===== config.mk =====
export PLATFORM = sky130hd
export DESIGN_NAME = corr_mult_stage
export DESIGN_NICKNAME = d
export VERILOG_FILES = /design/src/rtl/corr_mult_stage.sv
export SDC_FILE = /design/constraint.sdc
export NUM_CORES = 2
export LEC_CHECK = 0
export CAP_MARGIN = 20
export CELL_PAD_IN_SITES_DETAIL_PLACEMENT = 0
export CELL_PAD_IN_SITES_GLOBAL_PLACEMENT = 1
export CORE_MARGIN = 10
export CORE_UTILIZATION = 25
export CTS_BUF_LIST = sky130_fd_sc_hd__clkbuf_8
export CTS_CLUSTER_SIZE = 14
export DETAILED_ROUTE_END_ITERATION = 7
export PLACE_DENSITY_LB_ADDON = 0.3
export SLEW_MARGIN = 15
export SYNTH_ARGS = -nofsm -noshare
export SYNTH_HDL_FRONTEND = slang
export SYNTH_SLANG_ARGS = --single-unit

===== constraint.sdc =====
create_clock -name i_clk -period 7.7 [get_ports i_clk]
set_clock_uncertainty 0.1 [all_clocks]
set_input_delay 1.925 -clock i_clk [delete_from_list [all_inputs] [get_ports i_clk]]
set_output_delay 1.925 -clock i_clk [all_outputs]
set_load 0.1 [all_outputs]

===== src/rtl/corr_mult_stage.sv =====
// Complex correlation multiplier: Re(A*conj(B)) per sample, framed by an
// IDLE/RUN controller feeding a 3-stage pipeline into the accumulator.
module corr_mult_stage #(
    parameter int FRAME_LEN = 1024,
    parameter int SHIFT     = 8
) (
    input  logic        i_clk,
    input  logic        i_reset,
    input  logic        i_start,
    input  logic        i_valid,
    input  logic [15:0] i_a_re,
    input  logic [15:0] i_a_im,
    input  logic [15:0] i_b_re,
    input  logic [15:0] i_b_im,
    output logic [31:0] o_data,
    output logic        o_valid,
    output logic        o_last,
    output logic        o_busy,
    output logic        o_err,
    output logic [15:0] o_frames
);

    typedef enum logic {
        IDLE,
        RUN
    } state_t;

    localparam logic [15:0] LAST_IDX = 16'(FRAME_LEN - 1);
    localparam logic signed [32:0] SAT_MAX = 33'sd16777215;
    localparam logic signed [32:0] SAT_MIN = -33'sd16777216;

    state_t      state, state_nx;
    logic [15:0] cnt, cnt_nx;
    logic        started, started_nx;
    logic        err_nx;
    logic        accept;
    logic        last_in;

    logic               s1_v, s1_last;
    logic signed [15:0] a_re, a_im, b_re, b_im;
    logic               s2_v, s2_last;
    logic signed [31:0] p_re, p_im;

    logic signed [32:0] sum;
    logic signed [32:0] shd;
    logic signed [24:0] sat;

    // A gap is only an abort once the frame has actually begun.
    always_comb begin
        state_nx   = state;
        cnt_nx     = cnt;
        started_nx = started;
        err_nx     = o_err;
        accept     = 1'b0;
        last_in    = 1'b0;
        case (state)
            IDLE: begin
                if (i_start) begin
                    state_nx   = RUN;
                    cnt_nx     = '0;
                    started_nx = 1'b0;
                    err_nx     = 1'b0;
                end
            end
            RUN: begin
                if (i_valid) begin
                    accept = 1'b1;
                    if (cnt == LAST_IDX) begin
                        last_in    = 1'b1;
                        state_nx   = IDLE;
                        cnt_nx     = '0;
                        started_nx = 1'b0;
                    end else begin
                        cnt_nx     = cnt + 16'd1;
                        started_nx = 1'b1;
                    end
                end else if (started) begin
                    state_nx   = IDLE;
                    err_nx     = 1'b1;
                    cnt_nx     = '0;
                    started_nx = 1'b0;
                end
            end
            default: state_nx = IDLE;
        endcase
    end

    assign sum = 33'(p_re) + 33'(p_im);
    assign shd = sum >>> SHIFT;

    always_comb begin
        sat = shd[24:0];
        if (shd > SAT_MAX) begin
            sat = 25'h0FF_FFFF;
        end else if (shd < SAT_MIN) begin
            sat = 25'h100_0000;
        end
    end

    always_ff @(posedge i_clk) begin
        if (i_reset) begin
            state    <= IDLE;
            cnt      <= '0;
            started  <= 1'b0;
            o_err    <= 1'b0;
            s1_v     <= 1'b0;
            s1_last  <= 1'b0;
            a_re     <= '0;
            a_im     <= '0;
            b_re     <= '0;
            b_im     <= '0;
            s2_v     <= 1'b0;
            s2_last  <= 1'b0;
            p_re     <= '0;
            p_im     <= '0;
            o_valid  <= 1'b0;
            o_last   <= 1'b0;
            o_data   <= '0;
            o_frames <= '0;
        end else begin
            state   <= state_nx;
            cnt     <= cnt_nx;
            started <= started_nx;
            o_err   <= err_nx;

            s1_v    <= accept;
            s1_last <= last_in;
            if (accept) begin
                a_re <= i_a_re;
                a_im <= i_a_im;
                b_re <= i_b_re;
                b_im <= i_b_im;
            end

            s2_v    <= s1_v;
            s2_last <= s1_v & s1_last;
            p_re    <= 32'(a_re) * 32'(b_re);
            p_im    <= 32'(a_im) * 32'(b_im);

            o_valid <= s2_v;
            o_last  <= s2_v & s2_last;
            o_data  <= s2_v ? {{7{sat[24]}}, sat} : 32'd0;
            if (s2_v && s2_last) begin
                o_frames <= o_frames + 16'd1;
            end
        end
    end

    assign o_busy = (state == RUN) | s1_v | s2_v | o_valid;

endmodule

==> out/metrics.csv <==
metric,value,unit
TritonCTS Buffers,17,
CP startpoint kind,flop,
Rel. slew slack,30.3,%
P_sw,812,µW
Setup Buffers After CTS,0,
Initial DRC Count,890,
Sink Count,194,
clock share of power,32.4,%
via count of the routed design,19200,
Hold/Removal Path Class,flop to flop,
Gate Count Post-Synth,2992,
row count,120,
Synth Area per Inst,9.01,µm²
share of total power in sequential cells,48.3,%
Starting Density,25.2,%
clk buf depth,2,
Post-Synthesis Net Count,3781,
max cap viols,0,
"Cell Area, Synth",27000,µm²
total core area,107000,µm²
layout cell share with drive strength beyond 1,2.91,%
Total GRT Usage,12.0,%
CTS H-tree lvls,4,
#FFs+latches synth,194,
RSZ-0062 raised after global routing,no,
NumNets Final,3833,
Int Power,1.47,mW
Setup CP Type,flop to flop,
switch share,35.6,%
Placement Setup Slack,914,ps
RD Place Congestion,0.793,
drt drc,0,
hold bufs inserted after CTS,0,
Crit. End Element,flop,
total global routing overflow,0,
CP max FO,17,
dpl hpwl,57.1,mm
Final Hold Viols,0,
Die X,348,µm
yosys synthesis warning count,0,
top_reg_cell synth,dfxtp_1,
antenna violations before repair,3,
post-CTS sizing,0,
Met2 Wirelength,33.4,mm
die height,348,µm
sum of routed wire segments on met1,33.4,mm
Combinational Power Share,19.3,%
final hold slack,364,ps
1st-pass router iterations,5,
"EDFF count, synth",0,
Least-Margin Pin Slew,1040,ps
area grow syn2layout,11.7,%
Top-Level Pins,120,
async set-reset flop share out of synthesis,0,%
met3 WL,2.11,mm
fin crit share,89.0,%
pwr dens,75.8,nW/µm²
Peak VDD IR,0.104,mV
final-report max-slew violation count,0,
CTS root buf,clkbuf_8,
crit path time final,6850,ps
buffers added on ports,119,
DR vias/cell,4.30,
worst path arrival time,7230,ps
first-pass GRT wire length,116,mm
WP data required,8070,ps
Die ar.,121000,µm²
final worst setup slack,848,ps
CTS tree,done,
final setup vio count,0,
wire length per cell,15.6,µm
library cells used by synthesis,65,
Max Fclk,146,MHz
Clock transition at path regs,120,ps
setup_tns,0,ps
leak pwr,14.4,nW
largest net degree at the start of global routing,70,
WL final,69.7,mm
sequential fraction of the synthesis area,14.4,%
clk_lat worst skew,600,ps
final antenna-violating net count,0,
Top Layer Used,met5,
vias in the first global route,21000,
outcome,completed,
final cells by class:
cell class	instances	area, µm²
Clock buffer	17	234
Fill cell	11600	76900
Tap cell	1403	1760
Antenna cell	3	7.51
Sequential cell	194	3880
Multi-Input combinational cell	2102	20500
Clock inverter	15	200
Timing Repair Buffer	150	1430
Inverter	579	2170
worst max-delay path, cell delays in order (launching register included):
cell and delay (ps):
dfxtp_1 740, nand2_1 210, inv_1 180, fa_1 550
fa_1 840, inv_1 160, fa_1 500, inv_1 50
fa_1 540, fa_1 430, fa_1 450, ha_1 340
a211oi_1 290, inv_1 110, and2_1 170, a311o_1 330
a211o_1 290, a21oi_2 140, mux2_1 320
flip-flops by register name, indices dropped and copies added (netlist names), 16 cells and up:
name      cells
a_re         16
b_im         16
b_re         16
p_re         32
p_im         32
o_frames     16
o_data       25
cnt          16
a_im         16
path summary, 6_finish.rpt:
path,start,to,slack (ps),cells past startpoint
worst min-delay path,s1_last,s2_last,360,1
worst max register to register,a_re[15],p_re[30],850,18
worst min register to register,s1_last,s2_last,360,1
worst max-delay path,a_re[15],p_re[30],850,18
cells by family (layout without fill, tap and decap cells):
group           count (synthesis)  in the layout  share of synthesized area (%)
compound gates                286            286                           6.76
other cells                     0              3                              0
simple gates                  978            978                           17.2
buf+inv                       696            761                           9.78
flops                         194            194                           14.4
fa+ha+maj                     721            721                           48.0
mux                             7              7                          0.283
xor+xnor                      110            110                           3.57
Yosys cell counts (3+ instances only):
cell | n | area share (%)
a211oi_1 | 18 | 0.50
a21boi_0 | 3 | 0.083
a21o_1 | 26 | 0.72
a21oi_1 | 125 | 2.3
a311o_1 | 3 | 0.11
a31oi_1 | 7 | 0.16
a41o_1 | 5 | 0.19
and2_1 | 255 | 5.9
and3_1 | 10 | 0.23
buf_1 | 9 | 0.13
buf_4 | 7 | 0.19
clkbuf_1 | 101 | 1.4
dfxtp_1 | 194 | 14
fa_1 | 524 | 39
ha_1 | 197 | 9.1
inv_1 | 579 | 8.1
mux2_2 | 4 | 0.17
nand2_1 | 410 | 5.7
nand2b_1 | 17 | 0.39
nand3_1 | 26 | 0.48
nand4_1 | 15 | 0.35
nor2_1 | 173 | 2.4
nor2b_1 | 24 | 0.56
nor3_1 | 22 | 0.41
nor3b_1 | 3 | 0.083
nor4_1 | 4 | 0.093
nor4b_1 | 4 | 0.13
o2111ai_1 | 3 | 0.097
o211ai_1 | 8 | 0.22
o21a_1 | 8 | 0.22
o21ai_0 | 36 | 0.67
o21ai_2 | 4 | 0.13
o21bai_1 | 10 | 0.28
o22ai_1 | 3 | 0.070
o31ai_1 | 4 | 0.11
or2_2 | 3 | 0.070
or3_1 | 4 | 0.093
xnor2_1 | 67 | 2.2
xor2_1 | 43 | 1.4
routing by layer:
layer / vias up / track usage [%]
met4: 2 / 2.09
li1: 9165 / -
met2: 250 / 20.2
met1: 9740 / 16.4
met3: 38 / 1.74
met5: - / 0
power groups by stage:
stage / logic (mW) / registers, mW / clock network, mW
2_1_floorplan: 0.317 / 1.08 / 0
3_3_place_gp: 0.451 / 1.13 / 0
3_5_place_dp: 0.449 / 1.13 / 0
4_1_cts: 0.451 / 1.11 / 0.781
5_1_grt: 0.505 / 1.11 / 0.814
6_report: 0.440 / 1.10 / 0.739
cell usage in the layout, fill, tap and decap left out, types with 7 or more instances in the layout:
cell,count
dfxtp_1,194
clkdlybuf4s50_1,118
nand2_1,409
o21ai_0,36
nand4_1,15
a21oi_1,125
and2_1,254
o21a_1,8
fa_1,524
ha_1,197
nor3_1,22
xor2_1,43
a21o_1,26
nor2b_1,24
o21bai_1,10
buf_4,31
clkbuf_8,17
inv_1,579
and3_1,10
o211ai_1,8
a31oi_1,7
nand2b_1,17
nand3_1,26
nor2_1,173
xnor2_1,67
a211oi_1,18
through the flow:
stage | area (µm²) | instances | power, mW | utilization [%]
finish | 30100 | 4463 | 2.28 | 28.1
global route | 30100 | 4460 | 2.43 | 28.1
CTS | 30100 | 4460 | 2.34 | 28.1
detailed placement | 29700 | 4428 | 1.58 | 27.7
global placement | 29700 | 4428 | 1.58 | 27.7
floorplan | 27000 | 2992 | 1.40 | -
Note: power is estimated with default switching activity, not from simulation.
